===== config.mk =====
export PLATFORM = sky130hd
export DESIGN_NAME = ce_sync_tx
export DESIGN_NICKNAME = d
export VERILOG_FILES = /design/src/rtl/ce_sync_tx_pkg.sv /design/src/rtl/ce_sync_tx_bit_sync.sv /design/src/rtl/ce_sync_tx.sv
export SDC_FILE = /design/constraint.sdc
export NUM_CORES = 1
export LEC_CHECK = 0
export BUFFER_PORTS_ARGS = -buffer_cell sky130_fd_sc_hd__buf_4
export CORE_UTILIZATION = 40
export CTS_BUF_LIST = sky130_fd_sc_hd__clkbuf_4 sky130_fd_sc_hd__clkbuf_8 sky130_fd_sc_hd__clkbuf_16
export CTS_CLUSTER_DIAMETER = 200
export DETAILED_ROUTE_END_ITERATION = 10
export HOLD_SLACK_MARGIN = 0.03
export PLACE_DENSITY = 0.63
export REMOVE_ABC_BUFFERS = 1
export SKIP_CTS_REPAIR_TIMING = 1
export SYNTH_ARGS = -nofsm -noshare
export SYNTH_HDL_FRONTEND = slang
export SYNTH_SLANG_ARGS = --single-unit

===== constraint.sdc =====
create_clock -name clk -period 1.8 [get_ports clk]
set_input_delay 0.18 -clock clk [delete_from_list [all_inputs] [get_ports clk]]
set_output_delay 0.18 -clock clk [all_outputs]
set_load 0.005 [all_outputs]

===== src/rtl/ce_sync_tx_pkg.sv =====
// ----------------------------------------------------------------------------
// ce_sync_pkg
// Shared definitions for the clock-enable-qualified CDC source launcher:
//   - state_t        : launcher FSM states
//   - DEF_*          : default parameter values for ce_sync_tx
//   - XFER_COUNT_W   : width of the completed-transfer counter
// ----------------------------------------------------------------------------
package ce_sync_pkg;

   localparam int DEF_WIDTH        = 8;
   localparam int DEF_SYNC_STAGES  = 2;
   localparam int DEF_SETUP_CYCLES = 1;
   localparam int DEF_TIMEOUT      = 255;
   localparam int XFER_COUNT_W     = 16;

   typedef enum logic [1:0] {
      ST_IDLE     = 2'd0,
      ST_SETUP    = 2'd1,
      ST_WAIT_ACK = 2'd2,
      ST_ABORT    = 2'd3
   } state_t;

endpackage


===== src/rtl/ce_sync_tx_bit_sync.sv =====
// ----------------------------------------------------------------------------
// bit_sync
// Plain STAGES-deep flop chain bringing one asynchronous bit into clk.
// No logic sits between stages so every stage has a full cycle to resolve.
// Ports:
//   clk    : destination clock for the synchronized bit
//   rst_n  : asynchronous active-low reset, chain clears to 0
//   i_d    : asynchronous input bit
//   o_q    : synchronized output (last stage)
// ----------------------------------------------------------------------------
module bit_sync #(
   parameter int STAGES = 2
) (
   input  logic clk,
   input  logic rst_n,
   input  logic i_d,
   output logic o_q
);

   logic [STAGES-1:0] r_sync;

   // NOTE: sequential state uses non-blocking assignments so every flop
   // samples the pre-edge value of its neighbour, giving a true shift chain.
   always_ff @(posedge clk or negedge rst_n) begin
      if (!rst_n) begin
         r_sync <= '0;
      end else begin
         r_sync <= {r_sync[STAGES-2:0], i_d};
      end
   end

   assign o_q = r_sync[STAGES-1];

endmodule


===== src/rtl/ce_sync_tx.sv =====
// ----------------------------------------------------------------------------
// ce_sync_tx
// Source-side launcher of the clock-enable CDC path. Accepts a word over
// valid/ready, parks it on a stable bus, flips xfer_tgl after a settle window
// and waits for the destination's ack toggle (synchronized here) to match.
// Ports:
//   clk, rst_n   : source clock / asynchronous active-low reset
//   in_valid     : upstream word valid
//   in_ready     : high only in IDLE (and never while reset is asserted)
//   in_data      : upstream word
//   xfer_data    : payload held stable from accept to the next accept
//   xfer_tgl     : flips once per launched word
//   ack_tgl      : destination ack toggle, asynchronous to clk
//   busy         : high whenever the FSM is not in IDLE
//   timeout_err  : sticky abort flag, cleared only by reset
//   xfer_count   : number of acked transfers, wraps at 2^16
// ----------------------------------------------------------------------------
module ce_sync_tx
   import ce_sync_pkg::*;
#(
   parameter int WIDTH        = DEF_WIDTH,
   parameter int SYNC_STAGES  = DEF_SYNC_STAGES,
   parameter int SETUP_CYCLES = DEF_SETUP_CYCLES,
   parameter int TIMEOUT      = DEF_TIMEOUT
) (
   input  logic                    clk,
   input  logic                    rst_n,
   input  logic                    in_valid,
   output logic                    in_ready,
   input  logic [WIDTH-1:0]        in_data,
   output logic [WIDTH-1:0]        xfer_data,
   output logic                    xfer_tgl,
   input  logic                    ack_tgl,
   output logic                    busy,
   output logic                    timeout_err,
   output logic [XFER_COUNT_W-1:0] xfer_count
);

   // Counter widths leave room for the one harmless increment on exit.
   localparam int SET_W = (SETUP_CYCLES < 2) ? 1 : $clog2(SETUP_CYCLES + 1);
   localparam int TO_W  = $clog2(TIMEOUT + 1);
   localparam logic [SET_W-1:0] SETUP_LAST = SET_W'(SETUP_CYCLES - 1);
   localparam logic [TO_W-1:0]  TO_LAST    = TO_W'(TIMEOUT - 1);

   state_t                  r_state;
   state_t                  w_state_nxt;
   logic [WIDTH-1:0]        r_xfer_data;
   logic                    r_xfer_tgl;
   logic [SET_W-1:0]        r_setup_cnt;
   logic [TO_W-1:0]         r_to_cnt;
   logic                    r_timeout_err;
   logic [XFER_COUNT_W-1:0] r_xfer_count;

   logic w_ack_s;
   logic w_accept;
   logic w_launch;
   logic w_done;
   logic w_abort;

   bit_sync #(
      .STAGES (SYNC_STAGES)
   ) u_ack_sync (
      .clk   (clk),
      .rst_n (rst_n),
      .i_d   (ack_tgl),
      .o_q   (w_ack_s)
   );

   // Next-state logic. Completion compares the synchronized ack against the
   // current toggle phase rather than looking for an ack edge, so a stale ack
   // left over from an aborted word can only match the old phase.
   always_comb begin
      // NOTE: every output of this block gets a default first; a path that
      // leaves one unassigned would infer a latch.
      w_state_nxt = r_state;
      w_accept    = 1'b0;
      w_launch    = 1'b0;
      w_done      = 1'b0;
      w_abort     = 1'b0;
      case (r_state)
         ST_IDLE: begin
            if (in_valid) begin
               w_accept    = 1'b1;
               w_state_nxt = ST_SETUP;
            end
         end
         ST_SETUP: begin
            if (r_setup_cnt == SETUP_LAST) begin
               w_launch    = 1'b1;
               w_state_nxt = ST_WAIT_ACK;
            end
         end
         ST_WAIT_ACK: begin
            // Ack is tested first so it wins a tie with the final timeout cycle.
            if (w_ack_s == r_xfer_tgl) begin
               w_done      = 1'b1;
               w_state_nxt = ST_IDLE;
            end else if (r_to_cnt == TO_LAST) begin
               w_state_nxt = ST_ABORT;
            end
         end
         ST_ABORT: begin
            w_abort     = 1'b1;
            w_state_nxt = ST_IDLE;
         end
         default: begin
            w_state_nxt = ST_IDLE;
         end
      endcase
   end

   always_ff @(posedge clk or negedge rst_n) begin
      if (!rst_n) begin
         r_state       <= ST_IDLE;
         r_xfer_data   <= '0;
         r_xfer_tgl    <= 1'b0;
         r_setup_cnt   <= '0;
         r_to_cnt      <= '0;
         r_timeout_err <= 1'b0;
         r_xfer_count  <= '0;
      end else begin
         r_state <= w_state_nxt;

         // The payload is only captured here, so it cannot move while a
         // toggle launched from it may still be crossing.
         if (w_accept) begin
            r_xfer_data <= in_data;
            r_setup_cnt <= '0;
         end else if (r_state == ST_SETUP) begin
            r_setup_cnt <= r_setup_cnt + SET_W'(1);
         end

         // The toggle is not reverted on abort; the destination stays in phase.
         if (w_launch) begin
            r_xfer_tgl <= ~r_xfer_tgl;
            r_to_cnt   <= '0;
         end else if (r_state == ST_WAIT_ACK) begin
            r_to_cnt <= r_to_cnt + TO_W'(1);
         end

         if (w_done) begin
            r_xfer_count <= r_xfer_count + XFER_COUNT_W'(1);
         end

         if (w_abort) begin
            r_timeout_err <= 1'b1;
         end
      end
   end

   // Gated by rst_n so upstream never sees ready while reset is held.
   assign in_ready    = rst_n & (r_state == ST_IDLE);
   assign busy        = (r_state != ST_IDLE);
   assign xfer_data   = r_xfer_data;
   assign xfer_tgl    = r_xfer_tgl;
   assign timeout_err = r_timeout_err;
   assign xfer_count  = r_xfer_count;

endmodule


==> results of run 1 <==
-- area by class of cell --
| type | instances | area, sq um |
|---|---|---|
| clock inverter | 1 | 5.00 |
| sequential | 39 | 976 |
| timing repair buffer | 42 | 320 |
| clock buffer | 7 | 83.8 |
| inverter | 4 | 15.0 |
| fill | 375 | 1910 |
| tap | 50 | 62.6 |
| multi-input combinational | 99 | 743 |
-- worst max path at each step --
stage	from	depth (start not counted)	endpoint
floorplan	xfer_tgl$_DFFE_PN0P_	4	xfer_count[15]$_DFFE_PN0P_
global placement	r_state[1]$_DFFE_PN0P_	4	r_to_cnt[6]$_DFFE_PN0P_
detailed placement	r_state[1]$_DFFE_PN0P_	4	r_to_cnt[6]$_DFFE_PN0P_
CTS	r_state[1]$_DFFE_PN0P_	4	r_to_cnt[6]$_DFFE_PN0P_
global route	r_state[1]$_DFFE_PN0P_	4	r_to_cnt[6]$_DFFE_PN0P_
finish	r_state[1]$_DFFE_PN0P_	4	r_to_cnt[6]$_DFFE_PN0P_
-- metal layers --
metal  global-route usage  vias to the layer above  routed length (um)
li1                     -                      604                   -
met1                0.179                      599                1490
met2                0.243                       35                1590
met3               0.0400                        8                 183
met4               0.0703                        0                  54
met5                    0                        -                   0
-- where the power goes --
group	total (mW)	switching, mW	leakage, nW	internal (mW)
clock	0.581	0.279	0.0491	0.302
combinational	0.919	0.416	0.508	0.503
sequential	1.31	0.225	0.503	1.09
total	2.81	0.921	1.06	1.89
-- per-stage QoR --
step / total power, mW / setup slack, ps / hold WS (ps) / cell area, sq um
2_1_floorplan: 1.81 / 356 / -116 / 1730
3_3_place_gp: 2.20 / 283 / 266 / 2100
3_5_place_dp: 2.26 / 216 / 277 / 2100
4_1_cts: 2.85 / 205 / -30.9 / 2190
5_1_grt: 3.01 / 125 / 115 / 2210
6_report: 2.81 / 202 / 110 / 2210
-- logic make-up after synthesis --
logic type	share of synthesized area
simple gates	0.176
buf+inv	0.0241
fa+ha+maj	0.0213
compound gates	0.0710
mux	0.0597
flops	0.554
xor+xnor	0.0938
-- sequential cells by signal, summed over array words and instances, names as in the netlist --
signal,count
xfer_count,16
timeout_err,1
u_ack_sync.r_sync,2
r_to_cnt,8
r_setup_cnt,1
r_state,2
xfer_tgl,1
xfer_data,8
-- placed cells by master (no fill, tap or decap), drive strengths merged, types with 3 or more instances in the layout --
master / count
nand3: 8
nand4: 6
and3: 3
ha: 3
nor2: 8
xor2: 7
xnor2: 11
buf: 40
clkbuf: 7
nand2: 11
o21ai: 10
inv: 3
mux2: 9
o31ai: 3
dfrtp: 39
==> impl_metrics.yaml, run 1 <==
clock_network:
  clk_latency_ps: 280
  cts_tree: "done"
  htreeDepth: 2
  cts_root_buf: "clkbuf_8"
  cts.sinks: 39
  clkTransAtPathRegs_ps: 70
  numCtsBuffers: 5
  clockBufferDepth: 2
routing:
  firstDrtPassIters: 4
  avgRoutedWirePerCell_um: 13.7
  vias: 1246
  drtIter0Drc: 26
  via_per_inst: 5.15
  drtAntennaViolNets: 0
  wl_um: 3320
  drcViolationCount: 0
floorplan:
  start_util: 0.428
  rows: 23
  io_pins: 40
  die_height_um: 68.4
  fp.dieArea_sq_um: 4670
  core_sq_um: 4120
  fp.dieW_um: 68.4
synthesis:
  synth_area_leader_cell: "dfrtp_1"
  synth-seq-cells: 39
  synth_cell_types: 39
  synth_cells: 145
  synth_area_sq_um: 1760
  synth_top_area_share: 0.554
  avgSynthCellArea_sq_um: 12.1
  ys_async_sr_fraction: 1.00
  post-synth-top-count-cell: "dfrtp_1"
  yosys-top-cells-count: "39 x dfrtp_1, 11 x nand2_1, 11 x xnor2_1"
  netlist_top_cells_area: "dfrtp_1 55%, xnor2_1 5.5%, mux2_1 5.1%"
  synth_ff_type: "dfrtp_1"
  yosysSeqAreaShare: 0.554
  synth_warnings: 0
  synth_edf_count: 0
worst_hold_path:
  hp-start: "in_data[7]"
  holdPathEnd: "xfer_data[7]$_DFFE_PN0P_"
  holdPathStages: 2
  hold_path_class: "in -> reg"
worst_setup_path:
  regToRegSetupSlack_ps: 200
  slowest_delay_ps: 560
  critical_path_required_ps: 1960
  reg2reg_from: "r_state[1]$_DFFE_PN0P_"
  r2r_cells: 4
  cp_max_fo: 10
  end_kind: "flip-flop"
  worstPathCellList: "or3b_1 > and2_4 > o21ai_1 > o31ai_1"
  cp_slowest_cell: "or3b_1"
  critPathTopFamily: "simple AND/OR/NAND/NOR gates"
  critPathArrivalTime_ps: 1760
  crit_type: "reg -> reg"
  r2r-end: "r_to_cnt[6]$_DFFE_PN0P_"
  start_kind: "flip-flop"
  cp_num_buf_inv: 0
place:
  gp_congestion: 0.758
  numPortBuffers: 39
  hpwl_um: 2460
  numPlacedInstances: 232
global_route:
  grt_max_degree: 40
  grt_antenna_before_repair: 0
  first_global_vias: 1089
  grt-ovfl-total: 0
  grt_pass1_wl_um: 4940
  grt_util_all_layers: 0.148
cells_and_area:
  finalNonFillerCells: 242
  fin_nets: 206
  insertedDiodeCount: 0
  area_growth_pct: 25.2
  drive_gt1_frac: 0.302
  post-route-util: 0.536
timing:
  min_period_ps: 1600
  setup_viol: 0
  max_freq_mhz: 626
  skew_ps: 6.32
  worst_pin_slew_ps: 488
  rsz0062_at_grt: "false"
  finalCritPeriodShare: 0.888
  hold_viol_final: 0
  max_slew_margin: 0.675
  slew_violations: 0
  fin_tns_setup_ps: 0
power:
  vdd_drop_max_v: 0.000547
  leakage_nw: 1.06
  power_density_nw_per_um2: 1280
run_status:
  status: "finished, final reports clean"
job:
  drv_cap: 0
No activity file was read; power rests on OpenSTA's default activity.
==> inputs of run 2 (changes only) <==
RECOVER_POWER = 25   (was not set)
==> run 2 against run 1 <==
Compared with the run above: non-clock buffer count stayed put; core utilization is 0.061 points lower; largest cell class unchanged; clock-buffer cell count stayed put.
==> impl_metrics.yaml, run 2 (synthesized netlist as in run 1, its figures left out) <==
timing:
  worst_slack_ps: 202
  fin_tns_setup_ps: 0
  setup_viol: 0
  timing.hold.ws_ps: 110
  finalCritPeriodShare: 0.888
  skew_ps: 6.33
  max_slew_margin: 0.367
  rsz0062_at_grt: "false"
  hold_viol_final: 0
  max_freq_mhz: 626
  worst_pin_slew_ps: 949
  slew_violations: 0
  min_period_ps: 1600
routing:
  firstDrtPassIters: 4
  wl_um: 3320
  vias: 1246
  drtAntennaViolNets: 0
  avgRoutedWirePerCell_um: 13.7
  drtIter0Drc: 26
  drcViolationCount: 0
  via_per_inst: 5.15
floorplan:
  rows: 23
  fp.dieW_um: 68.4
  start_util: 0.428
  io_pins: 40
  fp.dieArea_sq_um: 4670
  core_sq_um: 4120
  die_height_um: 68.4
worst_setup_path:
  critical_path_required_ps: 1960
  regToRegSetupSlack_ps: 200
  r2r_cells: 4
  start_kind: "flip-flop"
  crit_type: "reg -> reg"
  end_kind: "flip-flop"
  cp_max_fo: 10
  r2r-end: "r_to_cnt[6]$_DFFE_PN0P_"
  cp-endpoint: "r_to_cnt[6]$_DFFE_PN0P_"
  crit_start: "r_state[1]$_DFFE_PN0P_"
  reg2reg_from: "r_state[1]$_DFFE_PN0P_"
  critPathArrivalTime_ps: 1760
clock_network:
  clkTransAtPathRegs_ps: 70
  clockBufferDepth: 2
  cts_root_buf: "clkbuf_8"
  numCtsBuffers: 5
  htreeDepth: 2
  cts_tree: "done"
  cts.sinks: 39
  clk_latency_ps: 280
cells_and_area:
  largest_register_ffs: 16
  design_area_sq_um: 2200
  area_growth_pct: 25.1
  insertedDiodeCount: 0
  final_common_cell: "dfrtp_1"
  drive_gt1_frac: 0.302
  fill_cells: 374
  mostFrequentLayoutCells: "39 x dfrtp_1, 37 x buf_4, 11 x nand2_1, 11 x xnor2_1"
  multi_input_area_sq_um: 743
  fin_nets: 206
  post-route-util: 0.535
  finalNonFillerCells: 242
  seq_area_sq_um: 976
global_route:
  first_global_vias: 1089
  grt_pass1_wl_um: 4940
  grt_antenna_before_repair: 0
  grt_max_degree: 40
  grt-ovfl-total: 0
  grt_util_all_layers: 0.148
place:
  numPlacedInstances: 232
  hpwl_um: 2460
  place_area_sq_um: 2100
  dp_slack_ps: 216
  numPortBuffers: 39
  gp_congestion: 0.758
power:
  power_density_nw_per_um2: 1280
  leakage_nw: 1.06
  vdd_drop_max_v: 0.000547
  power.total_mw: 2.81
job:
  drv_cap: 0
worst_hold_path:
  hold_path_class: "in -> reg"
run_status:
  status: "finished, final reports clean"
[run 2: where the power goes]
| group | leakage [nW] | internal, mW | switching [mW] | total [mW] |
|---|---|---|---|---|
| clock network | 0.0491 | 0.302 | 0.279 | 0.581 |
| registers | 0.503 | 1.09 | 0.225 | 1.31 |
| logic | 0.507 | 0.502 | 0.416 | 0.918 |
[run 2: per-layer routing]
metal	track usage	up-vias	part of all wire
li1	-	604	-
met1	0.179	599	0.45
met2	0.243	35	0.48
met3	0.0400	8	0.055
met4	0.0703	0	0.016
met5	0	-	0
[run 2: how the worst min path moves through the flow]
stage	start	end	slack [ps]	cells past startpoint
floorplan	rst_n	r_setup_cnt$_DFFE_PN0P_	-120	0
CTS	rst_n	xfer_data[7]$_DFFE_PN0P_	-30	2
global placement	rst_n	xfer_data[2]$_DFFE_PN0P_	270	2
detailed placement	rst_n	xfer_data[2]$_DFFE_PN0P_	280	2
finish	in_data[7]	xfer_data[7]$_DFFE_PN0P_	110	2
global route	in_data[0]	xfer_data[0]$_DFFE_PN0P_	110	2
[run 2: layout make-up]
class                           instances  share of cell area
Inverter                                4             0.00681
Timing Repair Buffer                   42               0.144
Clock inverter                          1             0.00227
Sequential cell                        39               0.443
Clock buffer                            7              0.0380
Multi-Input combinational cell         99               0.337
Tap cell                               50              0.0284
[run 2: worst max-delay path: stages (launching register included)]
cell and delay (ps):
dfrtp_1 490, or3b_1 560, and2_4 210, o21ai_1 140, o31ai_1 80
==> inputs of run 3 (changes only) <==
GPL_TIMING_DRIVEN = 0   (was not set)
RECOVER_POWER = 50   (was 25)
==> run 3 against run 2 <==
Compared with the run above: die area unchanged; critical path depth up 1; non-clock buffer count down 1; cell count down 0.41%; setup slack worse by 30 ps; clock-buffer cell count down 2; sequential cell count unchanged; power down 2.0%; sequential share of layout area up 0.41 points.
==> impl_metrics.yaml, run 3 (synthesized netlist as in run 1, its figures left out) <==
run_status:
  status: "finished, final reports clean"
power:
  vdd_drop_max_v: 0.000772
  leakage_nw: 1.03
  power_density_nw_per_um2: 1260
place:
  numPortBuffers: 39
  gp_congestion: 0.767
  hpwl_um: 2290
  numPlacedInstances: 231
  place_area_sq_um: 2090
timing:
  hold_viol_final: 0
  max_freq_mhz: 614
  skew_ps: 1.96
  max_slew_margin: 0.667
  worst_pin_slew_ps: 499
  slew_violations: 0
  fin_tns_setup_ps: 0
  rsz0062_at_grt: "false"
  setup_viol: 0
  min_period_ps: 1630
  finalCritPeriodShare: 0.905
cells_and_area:
  insertedDiodeCount: 0
  finalNonFillerCells: 241
  fin_nets: 205
  largest_register_ffs: 16
  final_common_cell: "dfrtp_1"
  mostFrequentLayoutCells: "39 x dfrtp_1, 27 x buf_4, 11 x nand2_1, 11 x xnor2_1"
  area_growth_pct: 23.9
  drive_gt1_frac: 0.277
  design_area_sq_um: 2180
clock_network:
  cts_tree: "done"
  cts.sinks: 39
  clockBufferDepth: 2
  cts_root_buf: "clkbuf_8"
  clkTransAtPathRegs_ps: 70
  htreeDepth: 2
  clk_latency_ps: 290
  numCtsBuffers: 5
worst_setup_path:
  crit_type: "in -> out"
  crit_start: "rst_n"
  r2r_cells: 4
  critical_path_required_ps: 1620
  reg2reg_from: "r_state[1]$_DFFE_PN0P_"
  cp_max_fo: 40
  critPathArrivalTime_ps: 1450
  end_kind: "output port"
  start_kind: "input pin"
routing:
  wl_um: 3160
  drtIter0Drc: 35
  via_per_inst: 5.16
  vias: 1243
  drcViolationCount: 0
  drtAntennaViolNets: 0
  firstDrtPassIters: 4
  avgRoutedWirePerCell_um: 13.1
global_route:
  first_global_vias: 1145
  grt_max_degree: 41
  grt_pass1_wl_um: 5110
  grt-ovfl-total: 0
  grt_antenna_before_repair: 0
  grt_util_all_layers: 0.151
floorplan:
  fp.dieArea_sq_um: 4670
  die_height_um: 68.4
  start_util: 0.428
  core_sq_um: 4120
  fp.dieW_um: 68.4
  io_pins: 40
  rows: 23
worst_hold_path:
  holdPathStages: 2
  hold_path_class: "in -> reg"
  hp-start: "in_data[7]"
job:
  drv_cap: 0
==> run 3: worst paths after layout <==
kind,end,slack [ps]
min in group asynchronous,xfer_data[3]$_DFFE_PN0P_,400
max in group asynchronous,xfer_count[11]$_DFFE_PN0P_,1050
worst min-delay path,xfer_data[7]$_DFFE_PN0P_,110
worst max-delay path,in_ready,170
worst max register to register,r_to_cnt[6]$_DFFE_PN0P_,200
worst min register to register,u_ack_sync.r_sync[1]$_DFF_PN0_,360
==> run 3: per-stage QoR <==
step                      power (mW)  setup WS [ps]  utilization  hold WS [ps]
after CTS                       2.84            198        0.529          -133
after floorplan                 1.81            356            -          -116
after global routing            2.97           29.4        0.531          89.4
after global placement          2.20            242        0.508           175
after detailed placement        2.25            217        0.508           184
final                           2.76            171        0.531           107
==> run 3: cell type report <==
cell class	instances	area (sq um)
clock buffer	5	68.8
inverter	4	15.0
tap	50	62.6
clock inverter	3	20.0
fill	368	1930
sequential	39	976
timing repair buffer	41	298
multi-input combinational	99	743
==> run 3: power by group <==
part / switching [mW] / leakage, nW / internal [mW]
Sequential: 0.221 / 0.503 / 1.09
Combinational: 0.406 / 0.487 / 0.468
Clock: 0.303 / 0.0402 / 0.269
==> run 3: routing by layer <==
layer	routed length, um	vias up	global-route usage
li1	-	609	-
met1	1470	591	0.178
met2	1460	38	0.251
met3	188	5	0.0467
met4	48	0	0.0677
met5	0	-	0
==> run 3: critical path, stage by stage <==
cell and delay (ps):
dlygate4sd3_1 530, buf_4 430, inv_1 80, nor2_1 110, buf_4 110
